===== config.mk =====
export PLATFORM = sky130hd
export DESIGN_NAME = alu_exec_seq
export DESIGN_NICKNAME = d
export VERILOG_FILES = /design/src/rtl/chip8_pkg.sv /design/src/rtl/vreg_file.sv /design/src/rtl/alu_exec_seq.sv
export SDC_FILE = /design/constraint.sdc
export NUM_CORES = 1
export LEC_CHECK = 0
export ABC_AREA = 1
export BUFFER_PORTS_ARGS = -buffer_cell sky130_fd_sc_hd__buf_2
export CORE_AREA = 2 2 199 103
export DETAILED_ROUTE_END_ITERATION = 10
export DIE_AREA = 0 0 201 105
export HOLD_SLACK_MARGIN = 0.05
export PLACE_DENSITY = 0.7
export SLEW_MARGIN = 5
export SYNTH_ARGS = -nofsm -noshare
export SYNTH_HDL_FRONTEND = slang
export SYNTH_SLANG_ARGS = --single-unit
export TNS_END_PERCENT = 5

===== constraint.sdc =====
create_clock -name clk -period 6.1 [get_ports clk]
set_input_delay 0.915 -clock clk [delete_from_list [all_inputs] [get_ports clk]]
set_output_delay 0.915 -clock clk [all_outputs]
set_load 0.1 [all_outputs]

===== src/rtl/chip8_pkg.sv =====
// rtl/chip8_pkg.sv - shared CHIP-8 execute-stage types, opcode constants and decode helper
package chip8_pkg;

    typedef enum logic [3:0] {
        SET, OR, AND, XOR, SUM, SUB, SHIFT_RIGHT, NEG_SUB, SHIFT_LEFT
    } operator_t;

    typedef enum logic [1:0] {IDLE, EXEC, WB_X, WB_F} seq_state_t;

    localparam logic [3:0] OPC_LDI  = 4'h6;
    localparam logic [3:0] OPC_ADDI = 4'h7;
    localparam logic [3:0] OPC_ALU  = 4'h8;

    typedef struct packed {
        logic      legal;
        operator_t op;
        logic      use_nn;
        logic      arith;   // 8XY4..8XYE: always writes the flag register
    } dec_t;

    function automatic dec_t decode_op(input logic [15:0] opc);
        dec_t d;
        d = '{legal: 1'b1, op: SET, use_nn: 1'b0, arith: 1'b0};
        case (opc[15:12])
            OPC_LDI:  d.use_nn = 1'b1;
            OPC_ADDI: begin
                d.op     = SUM;
                d.use_nn = 1'b1;
            end
            OPC_ALU: begin
                d.arith = |opc[3:2];
                case (opc[3:0])
                    4'h0:    d.op = SET;
                    4'h1:    d.op = OR;
                    4'h2:    d.op = AND;
                    4'h3:    d.op = XOR;
                    4'h4:    d.op = SUM;
                    4'h5:    d.op = SUB;
                    4'h6:    d.op = SHIFT_RIGHT;
                    4'h7:    d.op = NEG_SUB;
                    4'hE:    d.op = SHIFT_LEFT;
                    default: d.legal = 1'b0;
                endcase
            end
            default:  d.legal = 1'b0;
        endcase
        return d;
    endfunction

endpackage


===== src/rtl/vreg_file.sv =====
// rtl/vreg_file.sv - V0..VF register file, one write port, operand and debug read ports
module vreg_file
    import chip8_pkg::*;
(
    input  logic       clk,
    input  logic       rst,
    input  logic       we,
    input  logic [3:0] waddr,
    input  logic [7:0] wdata,
    input  logic [3:0] op_addr,
    output logic [7:0] op_data,
    input  logic [3:0] rd_addr,
    output logic [7:0] rd_data
);

    logic [7:0] regs_q [16];

    always_ff @(posedge clk or posedge rst) begin
        if (rst) begin
            for (int i = 0; i < 16; i++) begin
                regs_q[i] <= 8'h00;
            end
        end else if (we) begin
            regs_q[waddr] <= wdata;
        end
    end

    assign op_data = regs_q[op_addr];
    assign rd_data = regs_q[rd_addr];

endmodule


===== src/rtl/alu_exec_seq.sv =====
// rtl/alu_exec_seq.sv - execute-stage sequencer for CHIP-8 6XNN/7XNN/8XYN opcodes
module alu_exec_seq
    import chip8_pkg::*;
#(
    parameter logic [3:0] FLAG_REG        = 4'hF,
    parameter bit         LOGIC_WRITES_VF = 1'b1
) (
    input  logic        clk,
    input  logic        rst,
    input  logic        op_valid,
    output logic        op_ready,
    input  logic [15:0] opcode,
    output logic [7:0]  alu_a,
    output logic [7:0]  alu_b,
    output operator_t   alu_op,
    input  logic [7:0]  alu_out,
    input  logic        alu_carry,
    input  logic [3:0]  rd_addr,
    output logic [7:0]  rd_data,
    output logic        done,
    output logic        illegal
);

    seq_state_t  state_q, state_d;
    logic        pend_q, pend_d;
    logic [15:0] opcode_q, opcode_d;
    logic [7:0]  alu_a_q, alu_a_d;
    logic [7:0]  alu_b_q, alu_b_d;
    operator_t   alu_op_q, alu_op_d;
    logic        wf_q, wf_d;
    logic [7:0]  res_q, res_d;
    logic        cf_q, cf_d;

    logic        we;
    logic [3:0]  waddr;
    logic [7:0]  wdata;
    logic [3:0]  op_raddr;
    logic [7:0]  op_rdata;
    logic [3:0]  x_idx, y_idx;
    dec_t        dec;

    assign x_idx = opcode_q[11:8];
    assign y_idx = opcode_q[7:4];
    assign dec   = decode_op(opcode_q);

    vreg_file u_vregs (
        .clk     (clk),
        .rst     (rst),
        .we      (we),
        .waddr   (waddr),
        .wdata   (wdata),
        .op_addr (op_raddr),
        .op_data (op_rdata),
        .rd_addr (rd_addr),
        .rd_data (rd_data)
    );

    always_ff @(posedge clk or posedge rst) begin
        if (rst) begin
            state_q  <= IDLE;
            pend_q   <= 1'b0;
            opcode_q <= 16'h0000;
            alu_a_q  <= 8'h00;
            alu_b_q  <= 8'h00;
            alu_op_q <= SET;
            wf_q     <= 1'b0;
            res_q    <= 8'h00;
            cf_q     <= 1'b0;
        end else begin
            state_q  <= state_d;
            pend_q   <= pend_d;
            opcode_q <= opcode_d;
            alu_a_q  <= alu_a_d;
            alu_b_q  <= alu_b_d;
            alu_op_q <= alu_op_d;
            wf_q     <= wf_d;
            res_q    <= res_d;
            cf_q     <= cf_d;
        end
    end

    // The cycle after a transfer stays in IDLE with pend_q set: the opcode is decoded,
    // an illegal one is reported, and a legal one fetches operand b before EXEC.
    always_comb begin
        state_d  = state_q;
        pend_d   = pend_q;
        opcode_d = opcode_q;
        alu_a_d  = alu_a_q;
        alu_b_d  = alu_b_q;
        alu_op_d = alu_op_q;
        wf_d     = wf_q;
        res_d    = res_q;
        cf_d     = cf_q;
        op_ready = 1'b0;
        illegal  = 1'b0;
        done     = 1'b0;
        we       = 1'b0;
        waddr    = x_idx;
        wdata    = res_q;
        op_raddr = y_idx;
        unique case (state_q)
            IDLE: begin
                op_ready = ~pend_q;
                if (pend_q) begin
                    pend_d = 1'b0;
                    if (dec.legal) begin
                        alu_b_d  = dec.use_nn ? opcode_q[7:0] : op_rdata;
                        alu_op_d = dec.op;
                        wf_d     = dec.arith |
                                   ((opcode_q[15:12] == OPC_ALU) & LOGIC_WRITES_VF);
                        state_d  = EXEC;
                    end else begin
                        illegal = 1'b1;
                    end
                end else if (op_valid) begin
                    opcode_d = opcode;
                    pend_d   = 1'b1;
                end
            end
            EXEC: begin
                op_raddr = x_idx;
                alu_a_d  = op_rdata;
                res_d    = alu_out;
                cf_d     = alu_carry;
                state_d  = WB_X;
            end
            WB_X: begin
                we      = 1'b1;
                done    = ~wf_q;
                state_d = wf_q ? WB_F : IDLE;
            end
            WB_F: begin
                we      = 1'b1;
                waddr   = FLAG_REG;
                wdata   = {7'b0, cf_q};
                done    = 1'b1;
                state_d = IDLE;
            end
        endcase
    end

    // Operand a comes straight from the register file during EXEC so X=Y sees one value.
    assign alu_a  = (state_q == EXEC) ? op_rdata : alu_a_q;
    assign alu_b  = alu_b_q;
    assign alu_op = alu_op_q;

endmodule


==> Word-level counts from Yosys, hierarchy flattened <==
Cells that the tools add are included.
{ "totals": {"reg_bits": 177, "in_bits": 32, "elab_cells": 93} }
{ "op_classes": {"n_eq_ne": 16, "muxes": 32, "magnitude_cmp": 4, "bitwise": 6, "n_reduce_logical": 10} }
{ "ops": {"columns": ["op", "n"], "rows": [
  ["128-bit bitwise mux", 1],
  ["8-bit binary-select mux with 4-bit select", 2],
  ["8-bit 2-to-1 mux", 8],
  ["8-bit demux with 4-bit select", 1],
  ["4-bit one-hot mux with 8 select lines", 1],
  ["4-bit by 3-bit equality test with 1-bit output, second input constant", 6],
  ["5-bit greater-or-equal comparator, second input constant", 3],
  ["4-bit inverter with 5-bit output", 3],
  ["1-bit 2-to-1 mux", 10],
  ["9-bit OR reduction", 1],
  ["4-bit by 2-bit equality test with 1-bit output, second input constant", 2],
  ["4-bit equality test, second input constant", 2],
  ["4-bit 2-to-1 mux", 2],
  ["2-bit one-hot mux with 4 select lines", 1],
  ["4-bit one-hot mux with 2 select lines", 1],
  ["2-bit 2-to-1 mux", 3],
  ["3-bit AND reduction", 2],
  ["2-bit OR reduction", 3],
  ["5-bit by 1-bit less-than comparator with 1-bit output, second input constant", 1],
  ["2-bit equality test, second input constant", 2],
  ["4-bit by 1-bit equality test with 1-bit output, second input constant", 1],
  ["4-bit logical NOT", 1],
  ["2-bit != test, second input constant", 2],
  ["1-bit one-hot mux with 2 select lines", 2],
  ["other kinds (6)", 7]
]} }

==> Depth between registers and ports, before layout <==
Gate-level depths: netlist of run 1.
{ "logic_depth": {"word_depth": 8, "ltp_mapped": 13, "ltp_nobuf": 11} }

==> By module <==
Synthesis of run 1 repeated with hierarchy kept, for this count alone.
{ "unflattened": {"cells_unflattened": 1386, "area_unflattened_um2": 9912.0} }
{ "by_module_without_submodules": {"columns": ["module", "cells_each", "area_each_um2", "instances"], "rows": [
  ["vreg_file", 1130, 7637.3, 1],
  ["alu_exec_seq", 256, 2274.7, 1]
]} }

==> Worst setup path after synthesis of run 1 <==
OpenSTA, ideal clock, no wires.
{ "synth_path": {"kind": "input -> output", "startpoint": "in rd_addr[1]", "endpoint": "out rd_data[4]", "slack_ps": 1317, "cell_stages": 6, "arrival_ps": 3868, "t_required_ps": 5185, "cell_sequence": "clkbuf_1 clkbuf_1 o21ai_0 a21oi_1 o22ai_1 o21ai_0"} }
{ "synth_between": {"elab_chain_cells": 4} }
{ "synth_rtl": {"columns": ["element", "line", "source"], "rows": [
  ["from (decl)", "alu_exec_seq.sv:18", "input logic [3:0] rd_addr,"],
  ["4-bit inverter with 5-bit output (implied by the code)", "vreg_file.sv:29", "assign rd_data = regs_q[rd_addr];"],
  ["8-bit binary-select mux with 4-bit select", "vreg_file.sv:29", null],
  ["8-bit 2-to-1 mux (implied by the code) (2 in a row)", "vreg_file.sv:29", null],
  ["to (decl)", "alu_exec_seq.sv:19", "output logic [7:0] rd_data,"]
]} }
Every way passes these cells. The select of a mux whose other input is x is not followed.

==> Worst setup path in the final report of run 1 <==
{ "layout_path": {"startpoint": "reg state_q[1]", "endpoint": "out alu_a[3]"} }
{ "layout_between": {"elab_chain_cells": 7} }
{ "layout_rtl": {"columns": ["element", "line", "source"], "rows": [
  ["from (decl)", "alu_exec_seq.sv:24", "seq_state_t state_q, state_d;"],
  ["from (signal assigned)", "alu_exec_seq.sv:70", "state_q <= state_d;"],
  ["2-bit by 1-bit equality test with 1-bit output (*)", "alu_exec_seq.sv:101, alu_exec_seq.sv:143", null],
  ["4-bit 2-to-1 mux", "alu_exec_seq.sv:101", "unique case (state_q)"],
  ["4-bit inverter with 5-bit output (implied by the code)", "vreg_file.sv:28", "assign op_data = regs_q[op_addr];"],
  ["8-bit binary-select mux with 4-bit select", "vreg_file.sv:28", null],
  ["8-bit 2-to-1 mux (implied by the code) (2 in a row)", "vreg_file.sv:28", null],
  ["8-bit 2-to-1 mux (*)", null, null],
  ["to (decl)", "alu_exec_seq.sv:13", "output logic [7:0] alu_a,"]
]} }
Every way passes the cells marked *; elsewhere a longest branch is shown, timed or not. The select of a mux whose other input is x is not followed.

==> results of run 1 <==
[stage by stage]
step                setup slack (ns)  std cells  hold WS [ns]
floorplan                      0.383       1317         0.449
detailed placement              1.85       1572         0.460
finish                          1.23       1602         0.474
CTS                             1.36       1602         0.479
global route                    1.02       1602         0.501
global placement                1.92       1572         0.457
[where the power goes]
part           total (W)  internal [W]  switching [W]
clock network    0.00104      0.000525       0.000514
logic            0.00319      0.000793        0.00240
registers        0.00195       0.00164       0.000309
[how the worst min path moves through the flow]
stage / startpoint / end / slack (ns) / cells after the start
global placement: alu_b[5]$_DFFE_PP0P_ / alu_b[5]$_DFFE_PP0P_ / 0.46 / 2
floorplan: cf_q$_DFFE_PP0P_ / cf_q$_DFFE_PP0P_ / 0.45 / 2
global route: alu_a_q[3]$_DFF_PP0_ / alu_a_q[3]$_DFF_PP0_ / 0.50 / 2
CTS: alu_b[3]$_DFFE_PP0P_ / alu_b[3]$_DFFE_PP0P_ / 0.48 / 2
detailed placement: alu_op[2]$_DFFE_PP0P_ / alu_op[2]$_DFFE_PP0P_ / 0.46 / 1
finish: alu_a_q[6]$_DFF_PP0_ / alu_a_q[6]$_DFF_PP0_ / 0.47 / 2
[cell usage in the layout, fill, tap and decap left out, drive strengths merged, types with 15 or more instances in the layout]
master  count
a21oi      75
buf        69
clkbuf     17
dfrtp     177
inv       168
nand2     376
nand3     167
nor2       45
o21ai     202
o221ai     15
[logic make-up after synthesis]
family          count (synthesis)  share of synthesized area, %
simple gates                  597                          26.6
flops                         177                          46.3
compound gates                294                          16.2
mux                             7                         0.824
buf+inv                       242                          10.1
[final cells by class]
type	instances	area (um2)	area share (%)
multi-input combinational	898	4180	40.0
timing repair buffer	69	365	3.50
clock buffer	17	425	4.07
clock inverter	13	105	1.01
sequential	177	4430	42.4
tap	266	333	3.18
inverter	162	613	5.87
[critical path, stage by stage (launching register included)]
cell and delay, ns:
dfrtp_1 0.46, inv_2 0.20, nand2_8 0.18, nand2_4 0.39, nand2_2 0.76, nand2_1 0.24, nand3_1 0.09, nand3_1 0.14
nand3_1 0.26, nand2_1 0.18, nand2_1 0.06, nand2_1 0.08, buf_2 0.42
[sequential cells by signal, summed over array words and instances, names as in the netlist]
name / cells
alu_a_q: 8
cf_q: 1
state_q: 2
res_q: 8
opcode_q: 16
wf_q: 1
u_vregs.regs_q: 128
pend_q: 1
alu_op: 4
alu_b: 8
[layer usage]
layer  up-vias  track usage [%]
met5         -                0
met4         0             13.4
met3        89             9.48
met2       487             40.2
met1      4253             42.0
li1       4271                -
==> metrics.md, run 1 <==
| Metric | Value |
|---|---|
| Outcome | finished clean |
| Clock Skew | between 0.008 and 0.009 ns |
| Slew @ Worst Pin | 1.33 ns |
| Seq cells post-synth | 177 |
| # diodes | 0 |
| Post-layout power | 0.00618 W |
| Synth Net Count | 1349 |
| Final Cell Area | 10500 um2 |
| Clk Latency, worst-skew pair | about 0.45 ns |
| Max FO, Critical Path | 56 |
| Num Clock Sinks | 177 |
| CP Class | flop to output port |
| Area delta synth->final | 9.29% |
| Yosys cell types | 31 |
| Worst-path clk slew | 0.07 ns |
| Number of synthesized flops with an enable pin | 0 |
| H-tree depth | 4 |
| Post-synthesis sequential area ratio | 46.3% |
| Leakage power | 5.08 nW |
| Post-CTS Hold Fix Bufs | 0 |
| Pwr/cell area | 592 nW/um2 |
| Die area | 21100 um2 |
| R2R Path End | alu_b[3]$_DFFE_PP0P_ |
| Mapped Cells | 1317 |
| Top Ports | 63 |
| Drt pass-1 iters | 7 |
| Setup TNS Final | 0 ns |
| Gates resized, CTS repair | 0 |
| Post-route ant nets | 0 |
| Top Layer Used | met4 |
| Met3 wire len | 3.45 mm |
| TritonCTS clock tree | yes |
| Dpl hpwl | 20.3 mm |
| Met2 WL | 12.2 mm |
| Setup crit start | state_q[1]$_DFFE_PP0P_ |
| Maximum vdd drop | about 0.6 mV |
| First-pass GRT wire length | 47.3 mm |
| GRT Total Usage | 29.4% |
| Most common cell in the synthesized netlist | nand2_1 |
| Largest net degree at the start of global routing | between 100 and 150 |
| Top-area cell type share of the netlist area | 46.3% |
| Slew HR | between 10% and 20% |
| Die height | 105 um |
| Mapped Area | between 9000 and 10000 um2 |
| Bufs on Longest Clock Path | 2 |
| # rows | 36 |
| Gr ovfl total | 0 |
| Critical Path RT | 5.18 ns |
| Tcrit/Tclk final | 79.8% |
| Critical Path End | alu_a[3] |
| Starting DRC count in detailed routing | 1091 |
| Worst r2r path cells | 11 |
| Worst setup EP type | output port |
| Vias in the first global route | 8369 |
| Max-cap violation count | 0 |
| Final setup vio count | 0 |
| Utilization after layout | 54.3% |
| Dpl cell area | 9920 um2 |
| Root buffer cell | clkbuf_16 |
| CORE AREA | 19200 um2 |
| Post-CTS Setup Bufs | 0 |
| Fillers | about 1800 |
| DRC | 0 |
| Final #Nets | between 1000 and 1500 |
| Drt total wl | 30.3 mm |
| Synth Warn # | 0 |
| Vias per cell | 5.68 |
| RSZ-0062 raised after global routing | false |
| Die W | 201 um |
| Final min period | 4.87 ns |
| Initial antenna violation count | 0 |
| Count of pins over their slew limit | 0 |
| Metal-1 WL | 13.4 mm |
| Final Hold Fails | 0 |
| Port Buffers | a little over 60 |
| Share of cells above drive strength 1 | 9.73% |
| CTS Buf Count | 17 |
| Vias | 9100 |
| Area contributors post-synth | dfrtp_1 (46%), nand2_1 (15%), o21ai_0 (10%), nand3_1 (8.6%), inv_1 (6.1%) |
| Reg-to-Reg Start | state_q[1]$_DFFE_PP0P_ |
| Synth top cells by count | nand2_1 (370), o21ai_0 (194), dfrtp_1 (177) |
| Routed wire per std cell | 18.9 um |
| Max Fclk | between 200 and 250 MHz |
| Commonest register cell after synthesis | dfrtp_1 |
| Initial Utilization | 49.7% |
| Startpoint Class | flop |
| HP Class | flop to flop |
| Mean Syn Cell Area | 7.26 um2 |
| Dominant cell type by area after synthesis | dfrtp_1 |
| Critical Path AT | 3.95 ns |
| Placer Congestion | 0.968 |
| Reg2Reg Setup Slack | 2.91 ns |
| Post-synth ARST share | between 90% and 100% |
(Power assumes the default switching activity.)
==> inputs of run 2 (changes only) <==
clock period = 4.3 ns   (was 6.1 ns; I/O delays follow)
==> run 2 against run 1 <==
Against the previous run:
- cell area up 1.6%
- core utilization rose by 0.85 points
- critical path type unchanged
- combinational power rose by 42%
- power increased by 46%
- via count grew 0.47%
==> metrics.md, run 2 (synthesis results as in run 1) <==
| Metric | Value |
|---|---|
| Critical path's slowest cell | nand2_2 |
| Hold_ws | 0.275 ns (-0.199 ns) |
| Final min period | 4.10 ns |
| Placed cells | 1579 (+0.45%) |
| # diodes | 0 (unchanged) |
| Outcome | finished clean |
| CP Class | flop to output port |
| TritonCTS clock tree | yes |
| Startpoint Class | flop |
| Drt total wl | 30.6 mm (+1.0%) |
| DRC | 0 (unchanged) |
| Gr ovfl total | 0 (unchanged) |
| Placer Congestion | 0.942 (-2.7%) |
| Clk Latency, worst-skew pair | 0.45 ns (about the same) |
| Crit path top cell by count | nand2_1 |
| Final #Nets | 1364 (+0.52%) |
| Vias per cell | 5.68 (about the same) |
| Worst setup EP type | output port |
| HP Class | input port to asynchronous set/reset pin |
| Post-Place Setup Slack | 0.815 ns (-1.03 ns) |
| Largest stage delay, worst path | 0.51 ns (-0.25 ns) |
| Largest net degree at the start of global routing | 76 (-25%) |
| Clock Skew | 0.0136 ns (+0.00542 ns) |
| Critical Path AT | 3.45 ns (-0.50 ns) |
| Max FFs per register | 128 (unchanged) |
| Starting DRC count in detailed routing | 1184 (+8.5%) |
| RSZ-0062 raised after global routing | false |
| Tcrit/Tclk final | 95.3% |
| Biggest register | u_vregs.regs_q |
| Initial antenna violation count | 0 (unchanged) |
| H-tree depth | 4 (unchanged) |
| Post-CTS Hold Fix Bufs | 0 (unchanged) |
| Count of pins over their slew limit | 0 (unchanged) |
| Gates resized, CTS repair | 0 (unchanged) |
| Setup TNS Final | 0 ns (unchanged) |
| Top Ports | 63 (unchanged) |
| Routed wire per std cell | 19.0 um (+0.44%) |
| GRT Total Usage | 29.9% (+0.50 points) |
| Vias in the first global route | 8347 (-0.26%) |
| Final Hold Fails | 0 (unchanged) |
| Area delta synth->final | 11.0% |
| Die height | 105 um (unchanged) |
| Critical Path RT | 3.65 ns (-1.53 ns) |
| Commonest non-fill, non-tap cell in the layout | nand2_1 |
| Die W | 201 um (unchanged) |
| Post-CTS Setup Bufs | 0 (unchanged) |
| Maximum vdd drop | 0.782 mV (+28%) |
| Dpl cell area | 9980 um2 (+0.62%) |
| Share of cells above drive strength 1 | 10.3% (+0.60 points) |
| Delay-heaviest family, CP | simple AND/OR/NAND/NOR gates |
| Final Cell Area | 10600 um2 (+1.6%) |
| Drt pass-1 iters | 5 (-2) |
| CORE AREA | 19200 um2 (unchanged) |
| Pwr/cell area | 850 nW/um2 (+44%) |
| Post-route ant nets | 0 (unchanged) |
| CTS Buf Count | 17 (unchanged) |
| # rows | 36 (unchanged) |
| Slack of the critical path | 0.202 ns (-1.03 ns) |
| Max-cap violation count | 0 (unchanged) |
| Slew @ Worst Pin | 1.27 ns (-0.0574 ns) |
| Max FO, Critical Path | 32 (-43%) |
| Initial Utilization | 49.7% (unchanged) |
| Largest regs | u_vregs.regs_q (128), opcode_q (16) |
| Leakage power | 5.17 nW (+1.9%) |
| Slew HR | 15.0% (+3.8 points) |
| Final setup vio count | 0 (unchanged) |
| Most frequent cells in the layout | nand2_1 (370), o21ai_0 (194), dfrtp_1 (177) |
| Max Fclk | 244 MHz |
| Non-filler instance count after layout | 1611 (+0.56%) |
| Dpl hpwl | 21.3 mm (+5.0%) |
| Root buffer cell | clkbuf_16 |
| Die area | 21100 um2 (unchanged) |
| Worst-path clk slew | 0.07 ns (about the same) |
| Vias | 9143 (+0.47%) |
| Port Buffers | 62 (unchanged) |
| WP buf/inv | 2 (unchanged) |
| First-pass GRT wire length | 48.0 mm (+1.5%) |
| Num Clock Sinks | 177 (unchanged) |
| Bufs on Longest Clock Path | 2 (unchanged) |
| CP Cell Sequence | inv_2 -> nand2_8 -> nand2_2 -> nand2_2 -> nand2_1 -> nand3_1 -> nand3_1 -> nand3_1 -> nand2_1 -> nand2_1 -> nand2_1 -> buf_2 |
==> run 2: changes by cell type in the layout (fill, tap and decap cells not counted), moves of 3 or more <==
cell       delta
buf_4         +5
bufinv_16     +3
inv_6         -3
inv_8         +3
==> run 2: final cells by class <==
class	instances	area, um2
Fill cell	1852	8620
Sequential cell	177	4430
Multi-Input combinational cell	898	4170
Inverter	162	612
Timing Repair Buffer	76	443
Clock buffer	18	439
Tap cell	266	333
Clock inverter	14	193
==> run 2: final timing paths <==
path | slack (ns) | depth (start not counted) | startpoint | to
min reg2reg | 0.48 | 1 | alu_op[2]$_DFFE_PP0P_ | alu_op[2]$_DFFE_PP0P_
min | 0.28 | 2 | rst | alu_a_q[1]$_DFF_PP0_
max in group asynchronous | 3.21 | 3 | rst | u_vregs.regs_q[108]$_DFFE_PP0P_
min in group clk | 0.39 | 3 | alu_carry | cf_q$_DFFE_PP0P_
max reg2reg | 1.61 | 11 | state_q[1]$_DFFE_PP0P_ | alu_b[0]$_DFFE_PP0P_
max | 0.20 | 12 | state_q[1]$_DFFE_PP0P_ | alu_a[5]
==> run 2: worst reg2reg max path, cell delays in order (launching register included) <==
cell     delay, ns
dfrtp_1       0.46
inv_2         0.15
nand2_8       0.20
nand2_2       0.21
nand2_2       0.63
nand2_1       0.16
nand3_1       0.11
nand3_1       0.12
nand3_1       0.13
nand3_1       0.20
nand2_1       0.15
nand2_1       0.05
==> run 2: report_power, final <==
part / total (W) / switching (W) / internal, W
clock network: 0.00170 / 0.000747 / 0.000953
registers: 0.00279 / 0.000456 / 0.00233
logic: 0.00453 / 0.00340 / 0.00113
==> run 2: per-layer routing <==
metal | up-vias | part of all wire, % | global-route usage (%)
met2 | 466 | 41 | 41.8
met1 | 4326 | 45 | 43.2
met5 | - | 0 | 0
li1 | 4295 | - | -
met4 | 0 | 2.8 | 11.9
met3 | 56 | 11 | 8.89
==> run 2: metrics by stage <==
stage,total power (W),util [%]
global placement,0.00714,51.9
floorplan,0.00601,-
CTS,0.00892,55.2
detailed placement,0.00721,51.9
finish,0.00902,55.2
global route,0.00958,55.2
